--- src/rtl/fetch_pkg.sv ---
// Shared fetch-stage definitions: FSM state encoding and the ROM/decode address and word widths.
package fetch_pkg;
  localparam int ADDR_W  = 10;
  localparam int INSTR_W = 14;

  typedef enum logic [1:0] {
    BOOT = 2'd0,
    RUN  = 2'd1,
    HALT = 2'd2
  } fetch_state_t;

  typedef logic [ADDR_W-1:0]  pc_t;
  typedef logic [INSTR_W-1:0] instr_t;
endpackage

--- src/rtl/sat_counter.sv ---
// Saturating up-counter with increment enable; sticks at all-ones instead of wrapping.
module sat_counter #(
  parameter int WIDTH = 16
) (
  input  logic             clk,
  input  logic             rst,
  input  logic             i_inc,
  output logic [WIDTH-1:0] o_count
);
  localparam logic [WIDTH-1:0] ONE = WIDTH'(1);

  logic [WIDTH-1:0] r_count;

  always_ff @(posedge clk or posedge rst) begin
    if (rst) begin
      r_count <= '0;
    end else if (i_inc && (r_count != '1)) begin
      r_count <= r_count + ONE;
    end
  end

  assign o_count = r_count;
endmodule

--- src/rtl/instr_fetch.sv ---
// PC and fetch register feeding decode: drives the ROM address from the PC and latches the
// returned word with its address, handling stall, redirect, halt and a saturating fetch count.
module instr_fetch #(
  parameter int ADDR_W   = 10,
  parameter int INSTR_W  = 14,
  parameter int RESET_PC = 0,
  parameter int CNT_W    = 16
) (
  input  logic               clk,
  input  logic               rst,
  output logic [ADDR_W-1:0]  rom_addr,
  input  logic [INSTR_W-1:0] rom_data,
  input  logic               stall,
  input  logic               redirect_valid,
  input  logic [ADDR_W-1:0]  redirect_target,
  input  logic               halt_req,
  output logic               instr_valid,
  output logic [INSTR_W-1:0] instr,
  output logic [ADDR_W-1:0]  instr_pc,
  output logic               halted,
  output logic [CNT_W-1:0]   fetch_count
);
  import fetch_pkg::*;

  localparam logic [ADDR_W-1:0] PC_ONE   = ADDR_W'(1);
  localparam logic [ADDR_W-1:0] PC_RESET = ADDR_W'(RESET_PC);

  fetch_state_t       r_state;
  fetch_state_t       w_state_nxt;
  logic [ADDR_W-1:0]  r_pc;
  logic [INSTR_W-1:0] r_instr;
  logic [ADDR_W-1:0]  r_instr_pc;
  logic               r_valid;
  logic               w_load_pc;
  logic               w_fetch;
  logic               w_flush;

  always_ff @(posedge clk or posedge rst) begin
    if (rst) begin
      r_state <= BOOT;
    end else begin
      r_state <= w_state_nxt;
    end
  end

  always_comb begin
    w_state_nxt = r_state;
    case (r_state)
      BOOT:    w_state_nxt = RUN;
      RUN:     if (!redirect_valid && halt_req) w_state_nxt = HALT;
      HALT:    if (redirect_valid) w_state_nxt = RUN;
      default: w_state_nxt = BOOT;
    endcase
  end

  // Redirect outranks halt, which outranks stall; BOOT ignores every input.
  always_comb begin
    w_load_pc = 1'b0;
    w_fetch   = 1'b0;
    w_flush   = 1'b0;
    case (r_state)
      RUN: begin
        if (redirect_valid) begin
          w_load_pc = 1'b1;
          w_flush   = 1'b1;
        end else if (halt_req) begin
          w_flush   = 1'b1;
        end else if (!stall) begin
          w_fetch   = 1'b1;
        end
      end
      HALT:    w_load_pc = redirect_valid;
      default: ;
    endcase
  end

  always_ff @(posedge clk or posedge rst) begin
    if (rst) begin
      r_pc       <= PC_RESET;
      r_instr    <= '0;
      r_instr_pc <= '0;
      r_valid    <= 1'b0;
    end else begin
      if (w_load_pc) begin
        r_pc <= redirect_target;
      end else if (w_fetch) begin
        r_pc <= r_pc + PC_ONE;
      end
      if (w_fetch) begin
        r_instr    <= rom_data;
        r_instr_pc <= r_pc;
      end
      // A flushed slot stays a bubble; instr/instr_pc keep their stale contents.
      if (w_flush) begin
        r_valid <= 1'b0;
      end else if (w_fetch) begin
        r_valid <= 1'b1;
      end
    end
  end

  sat_counter #(
    .WIDTH (CNT_W)
  ) u_fetch_cnt (
    .clk     (clk),
    .rst     (rst),
    .i_inc   (w_fetch),
    .o_count (fetch_count)
  );

  assign rom_addr    = r_pc;
  assign instr       = r_instr;
  assign instr_pc    = r_instr_pc;
  assign instr_valid = r_valid;
  assign halted      = (r_state == HALT);
endmodule

--- config.mk ---
export PLATFORM = sky130hd
export DESIGN_NAME = instr_fetch
export DESIGN_NICKNAME = d
export VERILOG_FILES = /design/src/rtl/fetch_pkg.sv /design/src/rtl/sat_counter.sv /design/src/rtl/instr_fetch.sv
export SDC_FILE = /design/constraint.sdc
export NUM_CORES = 1
export LEC_CHECK = 0
export BUFFER_PORTS_ARGS = -buffer_cell sky130_fd_sc_hd__buf_2
export CAP_MARGIN = 20
export CORE_AREA = 3 3 72 74
export CTS_CLUSTER_SIZE = 24
export DETAILED_ROUTE_END_ITERATION = 8
export DIE_AREA = 0 0 75 77
export GPL_TIMING_DRIVEN = 0
export PLACE_DENSITY = 0.89
export SYNTH_ARGS = -nofsm -noshare
export SYNTH_HDL_FRONTEND = slang
export SYNTH_SLANG_ARGS = --single-unit
export TNS_END_PERCENT = 20
--- constraint.sdc ---
create_clock -name clk -period 3.7 [get_ports clk]
set_input_delay 0.185 -clock clk [delete_from_list [all_inputs] [get_ports clk]]
set_output_delay 0.185 -clock clk [all_outputs]
set_load 0.02 [all_outputs]
Word-level counts from Yosys, hierarchy flattened
Cells that the tools add are included.
{"block": "classes", "mux": 16, "n_reduce_logical": 7, "n_shift": 0, "add_sub_neg": 2, "bitwise": 0, "div_mod_pow": 0, "n_eq_ne": 5, "multipliers": 0, "n_lt_le_gt_ge": 0}
{"operator": "10-bit 2-to-1 mux", "count": 2}
{"operator": "16-bit by 1-bit adder with 16-bit output, second input constant", "count": 1}
{"operator": "16-bit inequality test, second input constant", "count": 1}
{"operator": "10-bit by 1-bit adder with 10-bit output, second input constant", "count": 1}
{"operator": "1-bit 2-to-1 mux", "count": 10}
{"operator": "2-bit case mux with 3 select lines", "count": 1}
{"operator": "2-bit 2-to-1 mux", "count": 2}
{"operator": "2-bit inequality test, second input constant", "count": 2}
{"operator": "2-bit nonzero test", "count": 2}
{"operator": "2-bit by 1-bit equality test with 1-bit output, second input constant", "count": 1}
{"operator": "2-bit equality test, second input constant", "count": 1}
{"operator": "1-bit logical AND", "count": 2}
{"operator": "2-bit zero test", "count": 1}
{"operator": "1-bit case mux with 2 select lines", "count": 1}
{"operator": "2-bit AND reduction", "count": 1}
{"operator": "1-bit zero test", "count": 1}
{"block": "word_totals", "wordCells": 36, "register_bits": 53, "mem_bits_ro": 0, "ram_bits": 0, "out_inout_bits": 52, "n_memories": 0, "latchBits": 0}

Logic depth before layout (Yosys ltp)
Gate-level depths: netlist of run 1.
{"block": "logic_depth", "ltp_word": 6, "depth_mapped": 8}

By module
A second synthesis of run 1 with hierarchy kept.
{"block": "unflattened", "cells_unflattened": 203, "hier_area_um2": 2462.4}
{"mod": "instr_fetch", "n_inst": 1, "cells_per_inst": 132, "area_per_inst_um2": 1656.6}
{"mod": "sat_counter", "n_inst": 1, "cells_per_inst": 71, "area_per_inst_um2": 805.8}

Worst setup path before layout of run 1
Ideal clock, no wire load.
{"block": "synth_path", "path_type": "reg2reg", "start": "register u_fetch_cnt.r_count[0], in the netlist u_fetch_cnt.o_count[0]", "end": "register u_fetch_cnt.r_count[1], in the netlist u_fetch_cnt.o_count[1]", "stages_incl_launch_ff": 7, "required_time_ns": 3.572, "synth_period_minus_slack_ns": 2.052, "setup_ns": 0.128, "path_slack_ns": 1.648, "t_arrival_ns": 1.924, "n_path_buf": 1, "path_cell_list": "dfrtp_1 ha_1 inv_1 or4_1 buf_2 o21ai_2 mux2_1"}
{"block": "synth_via", "elab_chain_len": 2}
{"element": "start, declared", "line_no": "sat_counter.sv:12", "text": "logic [WIDTH-1:0] r_count;"}
{"element": "start signal, assigned", "line_no": "sat_counter.sv:18", "text": "r_count <= r_count + ONE;"}
{"element": "parallel branches: the longest is 2 deep, another holds 16-bit by 1-bit adder with 16-bit output"}
Parallel ways; which one is timed is not known.
A chain may end at the register's enable or synchronous reset.

Worst setup path in the final report of run 1
{"block": "layout_path", "start": "register r_state[1]", "end": "register u_fetch_cnt.r_count[4], in the netlist u_fetch_cnt.o_count[4]"}
{"block": "layout_via", "elab_chain_len": 3}
{"element": "start, declared", "line_no": "instr_fetch.sv:28", "text": "fetch_state_t r_state;"}
{"element": "start signal, assigned", "line_no": "instr_fetch.sv:42", "text": "r_state <= w_state_nxt;"}
{"element": "2-bit by 1-bit equality test with 1-bit output", "line_no": "instr_fetch.sv:61", "text": "case (r_state)"}
{"element": "1-bit 2-to-1 mux", "line_no": "instr_fetch.sv:61"}
{"element": "1-bit logical AND", "line_no": "sat_counter.sv:17", "text": "end else if (i_inc && (r_count != '1)) begin"}
No other way between the ends.

==> results of run 1 <==
## power breakdown
| group | switching (mW) | internal [mW] |
|---|---|---|
| registers | 0.181 | 0.793 |
| logic | 0.609 | 0.354 |
| clock network | 0.191 | 0.152 |
## area by class of cell
cell class                      instances  area [um^2]
Timing Repair Buffer                   82          430
Clock inverter                          2         13.8
Inverter                                7         26.3
Buffer                                 10         41.3
Clock buffer                            6         82.6
Tap cell                               54         67.6
Sequential cell                        53         1330
Multi-Input combinational cell        189         1040
Fill cell                             382         1630
## registers in the layout (all words and copies together), names as in the netlist
name,cells
u_fetch_cnt.o_count,16
r_state,2
rom_addr,10
instr_pc,10
instr_valid,1
instr,14
## final timing paths
| kind | startpoint | to | slack, ns |
|---|---|---|---|
| setup / recovery | r_state[1]$_DFFE_PP0P_ | u_fetch_cnt.o_count[4]$_DFFE_PP0P_ | 1.27 |
| hold / removal | rom_data[8] | instr[8]$_DFFE_PP0P_ | 0.06 |
| setup reg to reg | r_state[1]$_DFFE_PP0P_ | u_fetch_cnt.o_count[4]$_DFFE_PP0P_ | 1.27 |
| hold reg to reg | instr[5]$_DFFE_PP0P_ | instr[5]$_DFFE_PP0P_ | 0.48 |
| max in group asynchronous | rst | rom_addr[2]$_DFFE_PP0P_ | 2.67 |
| min in group asynchronous | rst | instr_pc[5]$_DFFE_PP0P_ | 0.48 |
## critical path, stage by stage (launching register included)
cell      delay (ns)
dfrtp_1         0.42
inv_1           0.09
ha_1            0.25
nor4b_1         0.54
clkbuf_1        0.42
buf_2           0.31
o211ai_1        0.14
xnor2_1         0.15
## layer usage
metal,global-route usage [%],vias up
li1,-,1063
met1,28.6,1014
met2,32.6,95
met3,4.46,13
met4,8.54,0
met5,0,-
## cell usage after synthesis
cell type	number	area share (%)
o221a_2	1	0.46
a311oi_1	2	0.72
buf_2	3	0.62
nor4_1	3	0.77
o21a_1	1	0.31
nand4bb_1	1	0.46
nor2b_1	1	0.26
or2_1	1	0.26
and2_1	3	0.77
a211oi_1	1	0.31
clkbuf_1	7	1.1
o2111ai_1	1	0.36
or4_1	1	0.31
a21oi_1	4	0.82
or3_1	1	0.26
ha_1	5	2.6
nand4b_1	1	0.36
inv_1	7	1.1
a21o_1	1	0.31
nor3_1	5	1.0
nand3_1	9	1.8
nor4b_1	1	0.36
nor2_1	11	1.7
o211ai_1	6	1.8
nor4_2	1	0.51
a41oi_1	1	0.36
o32a_1	1	0.41
a22oi_1	1	0.31
a21boi_0	1	0.31
o21ai_2	1	0.36
dfrtp_1	53	54
a221o_1	1	0.41
nand4_1	5	1.3
o21ai_0	9	1.8
and3_1	6	1.5
nand2_1	83	13
xor2_1	5	1.8
mux2_1	1	0.46
a31oi_1	3	0.77
or4b_1	1	0.41
xnor2_1	9	3.2
## what timing repair did
| item | CTS | global route |
|---|---|---|
| buffers inserted | 0 | 0 |
| hold buffers | 1 | 0 |
| endpoints found under the hold margin | 26 | 0 |
## logic make-up after synthesis
family | count (synthesis) | share of synthesized area [%]
multiplexers | 1 | 0.462
XOR/XNOR | 14 | 5.03
flip-flops | 53 | 54.4
AO/OA/AOI/OAI | 35 | 9.90
adder cells (fa/ha/maj) | 5 | 2.57
buffers and inverters | 17 | 2.77
AND/OR/NAND/NOR | 134 | 24.9
## metrics by stage
stage / instance area [um^2] / setup WS, ns
after floorplan: 2440 / 1.65
after global placement: 2910 / 1.28
after detailed placement: 2930 / 1.28
after CTS: 3030 / 1.25
after global routing: 3030 / 1.01
final: 3030 / 1.27
==> results.yml, run 1 <==
sta:
  fin_crit_ns: 2.43
  hold_viol_final: 0
  fin_crit_sh_pct: 65.7
  maxSlewHeadroom_pct: 58.7
  tightest_slew_ns: 0.612
  fin_tns_setup_ns: 0
  hold_ws_ns: 0.0642
  maxSlewViolCount: 0
  skew_ns: 0.00693
  finalSetupViolCount: 0
  rsz0062_at_grt: "no"
  fmax_mhz: 411
setup_path:
  reg2regPathDepth: 7
  cp.required_ns: 3.90
  end_kind: "register"
  cp-start-kind: "register"
  crit_fanout: 10
  worstSetupPathType: "register to register"
  cp.arrival_ns: 2.63
die:
  num_rows: 25
  die-height_um: 77
  core_mm2: 0.00466
  die_w_um: 75
  start_util_pct: 52.3
  io_pins: 81
  dieArea_mm2: 0.00578
synth:
  synth_warnings: 0
  ys_seq_area_share_pct: 54.4
  syn_inst: 259
  syn-cell-area_mm2: 0.00244
  ys_types: 41
  avgSynthCellArea_um2: 9.42
  ys_ff_latch: 53
  syn_nets: 293
clocking:
  clkSinkCount: 53
  cts_made_buffers: 5
  cts_tree: "yes"
  cts_max_level: 2
  clockBufferDepth: 2
  cts_resized: 0
  path_clk_slew_ns: 0.09
  root_buffer: "clkbuf_8"
  clock_latency_ns: 0.31
run_status:
  status: "completed"
route:
  dr.pass1.iters: 4
  drcViolationCount: 0
  drt-initial-drc-count: 142
  totalWireLength_um: 5690
  wl_met2_um: 2720
  top_layer: "met4"
  vias: 2185
  met1_length_um: 2480
  postRouteAntennaNets: 0
  wl_per_cell_um: 14.1
  avgViaCountPerCell: 5.42
  wl_met3_um: 387
global_route:
  grt_overflow: 0
  grt_pass1_vias: 2047
  grt_first_pass_wirelength_um: 9540
  grt_max_degree: 28
  grt_antenna_before_repair: 0
  track_usage_pct: 21.1
final_layout:
  fin_cells: 403
  final_util_pct: 65.1
  fin_nets: 382
  drive_above_1_share_pct: 27.5
  syn2layout_area_growth_pct: 24.4
  mostFrequentLayoutCells: "nand2_1 (83), buf_2 (83), dfrtp_1 (53)"
  n_antenna_cell: 0
worst_hold_path:
  hold_class: "input pin to register"
  whs_path_depth: 3
power_and_ir_drop:
  p_total_mw: 2.28
  irDropWorstVdd_mv: 0.346
  power_density_mw_per_mm2: 752
  leakagePower_nw: 1.59
placement:
  placed_cells: 394
  port_buffers: 80
  post-dp-hpwl_um: 4230
  gp_congestion: 0.851
job:
  max_cap_violations: 0
No activity file was read; power rests on OpenSTA's default activity.
==> inputs of run 2 (changes only) <==
- CORE_AREA: 3 3 72 74 -> 3 3 74 76
- DIE_AREA: 0 0 75 77 -> 0 0 77 79
- PLACE_DENSITY: 0.89 -> 0.85
- clock period: 3.7 -> 2.3 ns (I/O delays scaled with it)
==> run 2 against run 1 <==
Effect of this change:
- die area up 5.3%
- cell count up 6.2%
- clock-buffer cell count down 1
- largest power group is now combinational logic
==> results.yml, run 2 (synthesis gave the netlist of run 1 again) <==
final_layout:
  largest_reg_flops: 16
  fillers: 391
  mostFrequentLayoutCells: "buf_2 (84), nand2_1 (83), dfrtp_1 (53)"
  n_antenna_cell: 0
  syn2layout_area_growth_pct: 30.8
  fin_nets: 394
  final_common_cell: "buf_2"
  final_util_pct: 66.7
  drive_above_1_share_pct: 28.5
worst_hold_path:
  hold_class: "input pin to register"
  whs_path_depth: 3
die:
  die_w_um: 77
  num_rows: 25
  io_pins: 81
  die-height_um: 79
  dieArea_mm2: 0.00608
  core_mm2: 0.00479
  start_util_pct: 51.0
sta:
  maxSlewViolCount: 0
  tightest_slew_ns: 0.450
  hold_ws_ns: 0.00156
  fmax_mhz: 458
  final.setup.worst_slack_ns: 0.118
  hold_viol_final: 0
  finalSetupViolCount: 0
  fin_crit_ns: 2.18
  maxSlewHeadroom_pct: 69.9
  fin_tns_setup_ns: 0
  rsz0062_at_grt: "yes"
  skew_ns: 0.00542
  fin_crit_sh_pct: 94.9
setup_path:
  reg2reg_slack_ns: 0.12
  crit_fanout: 7
  worstSetupPathType: "register to register"
  end_kind: "register"
  cp-start-kind: "register"
  crit_path_end: "u_fetch_cnt.o_count[10]$_DFFE_PP0P_"
  cp.arrival_ns: 2.42
  reg2regPathDepth: 7
  r2r_start: "r_state[1]$_DFFE_PP0P_"
  setup.worst_path.start: "r_state[1]$_DFFE_PP0P_"
  cp.required_ns: 2.54
  timing.rr.end: "u_fetch_cnt.o_count[10]$_DFFE_PP0P_"
global_route:
  track_usage_pct: 21.4
  grt_max_degree: 36
  grt_pass1_vias: 2240
  grt_overflow: 0
  grt_first_pass_wirelength_um: 10500
  grt_antenna_before_repair: 0
clocking:
  clockBufferDepth: 2
  path_clk_slew_ns: 0.10
  cts_made_buffers: 5
  clkSinkCount: 53
  root_buffer: "clkbuf_8"
  cts_tree: "yes"
  cts_max_level: 2
  clock_latency_ns: 0.31
job:
  max_cap_violations: 0
power_and_ir_drop:
  p_total_mw: 3.72
  leakagePower_nw: 1.65
  irDropWorstVdd_mv: 0.674
  power_density_mw_per_mm2: 1170
route:
  totalWireLength_um: 6190
  postRouteAntennaNets: 0
  drcViolationCount: 0
  vias: 2281
  dr.pass1.iters: 4
  wl_per_cell_um: 14.5
  avgViaCountPerCell: 5.33
  drt-initial-drc-count: 215
placement:
  post-dp-hpwl_um: 4420
  dpl_worst_slack_ns: -0.0835
  port_buffers: 80
  gp_congestion: 0.827
run_status:
  status: "completed"
==> run 2: cell count changes in the layout (fill, tap and decap cells not counted), sizes merged <==
cell,before,now
clkinvlp,0,1
dlygate4sd3,1,13
clkinv,2,0
inv,7,9
clkbuf,13,11
buf,84,85
==> run 2: routing by layer <==
layer	global-route usage, %	share of wire (%)	vias to the layer above
met3	4.54	5.8	4
met1	25.3	41	1111
met4	5.87	0.45	0
met5	0	0	-
li1	-	-	1086
met2	39.6	52	80
==> run 2: stage by stage <==
step | cells | instance area [um^2]
6_report | 428 | 3190
5_1_grt | 428 | 3190
4_1_cts | 428 | 3170
3_5_place_dp | 407 | 2940
3_3_place_gp | 406 | 2920
2_1_floorplan | 259 | 2440
==> run 2: what timing repair did <==
action	CTS	global route
buffers inserted	0	0
setup endpoints to repair	26	37
hold buffers	13	0
endpoints found under the hold margin	30	0
pin swaps	0	0
gates resized for setup	1	10
==> run 2: where the power goes <==
group / total, mW / internal, mW / switching (mW)
logic: 1.59 / 0.587 / 0.999
clock network: 0.559 / 0.223 / 0.336
registers: 1.57 / 1.28 / 0.299
total: 3.72 / 2.09 / 1.63
==> run 2: worst min path at each step <==
stage	from	to
final	rom_data[2]	instr[2]$_DFFE_PP0P_
after CTS	rom_data[2]	instr[2]$_DFFE_PP0P_
after floorplan	rom_data[0]	instr[0]$_DFFE_PP0P_
after detailed placement	rst	instr[4]$_DFFE_PP0P_
after global routing	rom_data[2]	instr[2]$_DFFE_PP0P_
after global placement	rom_data[1]	instr[1]$_DFFE_PP0P_
==> run 2: area by class of cell <==
cell class | count | area, um^2 | area share, %
plain buffers | 10 | 46.3 | 1.45
well taps | 67 | 83.8 | 2.63
multi-input cells | 189 | 1060 | 33.3
inverters | 7 | 26.3 | 0.824
clock buffers | 5 | 68.8 | 2.16
clock inverters | 3 | 25.0 | 0.784
flip-flops and latches | 53 | 1330 | 41.6
repair buffers | 94 | 551 | 17.3
==> run 2: worst max-delay path, stage by stage (launching register included) <==
cell and delay, ns:
dfrtp_1 0.42, inv_1 0.09, ha_1 0.26, or4b_1 0.45
buf_2 0.18, or2_1 0.29, nor3_1 0.25, xor2_1 0.17
==> inputs of run 3 (changes only) <==
- clock period: 2.3 -> 2.2 ns (I/O delays scaled with it)
==> run 3 against run 2 <==
Effect of this change:
- setup slack worse by 0.045 ns
- design area up 1.3%
- clock skew about the same
- die area unchanged
- wire length up 0.57%
- total power up 5.3%
- critical path type unchanged
- largest cell class unchanged
==> results.yml, run 3 (synthesis gave the netlist of run 1 again) <==
clocking:
  clockBufferDepth: 2
  cts_tree: "yes"
  clock_latency_ns: 0.31
  clkSinkCount: 53
  cts_max_level: 2
  root_buffer: "clkbuf_8"
  cts_made_buffers: 5
  post_cts_buffers: 0
  path_clk_slew_ns: 0.10
final_layout:
  mostFrequentLayoutCells: "nand2_1 (83), buf_2 (83), dfrtp_1 (52)"
  fillers: 384
  fin_nets: 395
  syn2layout_area_growth_pct: 32.5
  finish.instance_area_mm2: 0.00323
  seqCellArea_mm2: 0.00133
  multi_input_area_mm2: 0.00109
  n_antenna_cell: 0
  largest_reg_flops: 16
  final_util_pct: 67.5
  drive_above_1_share_pct: 29.3
setup_path:
  crit_fanout: 7
  setup.worst_path.start: "r_state[1]$_DFFE_PP0P_"
  cp-start-kind: "register"
  cp.arrival_ns: 2.37
  slowest_delay_ns: 0.43
  crit_chain: "inv_1 -> ha_4 -> or4b_1 -> buf_2 -> or2_1 -> nor3_1 -> xor2_1"
  worstSetupPathType: "register to register"
  end_kind: "register"
  crit_slowest_cell: "or4b_1"
  cp.required_ns: 2.44
  r2r_start: "r_state[1]$_DFFE_PP0P_"
route:
  drcViolationCount: 0
  avgViaCountPerCell: 5.25
  vias: 2251
  postRouteAntennaNets: 0
  dr.pass1.iters: 4
  drt-initial-drc-count: 194
  wl_per_cell_um: 14.5
  totalWireLength_um: 6230
power_and_ir_drop:
  power_density_mw_per_mm2: 1210
  leakagePower_nw: 1.65
  irDropWorstVdd_mv: 0.729
  p_total_mw: 3.92
global_route:
  track_usage_pct: 21.6
  grt_antenna_before_repair: 0
  grt_overflow: 0
  grt_max_degree: 36
  grt_first_pass_wirelength_um: 10500
  grt_pass1_vias: 2248
die:
  die_w_um: 77
  start_util_pct: 51.0
  num_rows: 25
  die-height_um: 79
  dieArea_mm2: 0.00608
  core_mm2: 0.00479
  io_pins: 81
sta:
  fin_crit_sh_pct: 96.7
  fin_tns_setup_ns: 0
  finalSetupViolCount: 0
  final.setup.worst_slack_ns: 0.0734
  hold_viol_final: 0
  maxSlewViolCount: 0
  rsz0062_at_grt: "yes"
  fmax_mhz: 470
  maxSlewHeadroom_pct: 68.9
  skew_ns: 0.00541
  tightest_slew_ns: 0.465
  fin_crit_ns: 2.13
placement:
  placed_cell_area_mm2: 0.00294
  gp_congestion: 0.827
  dpl_worst_slack_ns: -0.183
  port_buffers: 80
  post-dp-hpwl_um: 4420
worst_hold_path:
  hold_class: "input pin to register"
  min_from: "rom_data[8]"
job:
  max_cap_violations: 0
run_status:
  status: "completed"
run 3: changes by cell type in the layout (fill, tap and decap cells not counted), sizes merged:
cell         before  now
dlygate4sd3      13   14
buf              85   84
clkbuf           11   12
run 3: metal layers:
metal	track usage [%]	vias to the layer above	share of wire [%]
met5	0	-	0
met4	5.69	0	0.77
met3	4.54	7	5.9
met2	40.0	82	52
met1	25.4	1073	41
li1	-	1089	-
run 3: power breakdown:
part | internal [mW] | switching [mW]
Sequential | 1.33 | 0.317
Combinational | 0.630 | 1.05
Clock | 0.233 | 0.351
Total | 2.20 | 1.72
run 3: critical path: cells and delay by family (launching register included):
family	cells	cell delay, ns
fa+ha+maj	1	0.18
buf+inv	2	0.30
simple gates	3	0.98
flops	1	0.42
xor+xnor	1	0.16
run 3: worst paths after layout:
kind,end,slack [ns],cells past startpoint
worst max-delay path,u_fetch_cnt.o_count[10]$_DFFE_PP0P_,0.07,7
worst min-delay path,instr[8]$_DFFE_PP0P_,0.01,3
worst max register to register,u_fetch_cnt.o_count[10]$_DFFE_PP0P_,0.07,7
worst min register to register,instr_pc[0]$_DFFE_PP0P_,0.48,2
max in group asynchronous,u_fetch_cnt.o_count[10]$_DFFE_PP0P_,1.33,4
min in group asynchronous,rom_addr[8]$_DFFE_PP0P_,0.34,3
run 3: metrics by stage:
stage,cells,hold WS [ns]
final,429,0.0117
after CTS,429,0.00253
after detailed placement,407,0.134
after global routing,429,0.00964
after floorplan,259,0.215
after global placement,406,0.300
run 3: layout make-up:
| cell class | instances | share of cell area, % |
|---|---|---|
| Buffer | 10 | 1.51 |
| Clock buffer | 5 | 2.13 |
| Clock inverter | 3 | 0.775 |
| Inverter | 7 | 0.813 |
| Multi-Input combinational cell | 189 | 33.7 |
| Sequential cell | 53 | 41.1 |
| Tap cell | 67 | 2.59 |
| Timing Repair Buffer | 95 | 17.4 |
run 3: repair_timing:
item                                    4_1_cts  5_1_grt
pin swaps                                     0        1
endpoints found under the setup margin       35       37
endpoints found under the hold margin        31        0
gates cloned                                  0        0
hold buffers                                 14        0
gates resized for setup                       7        7
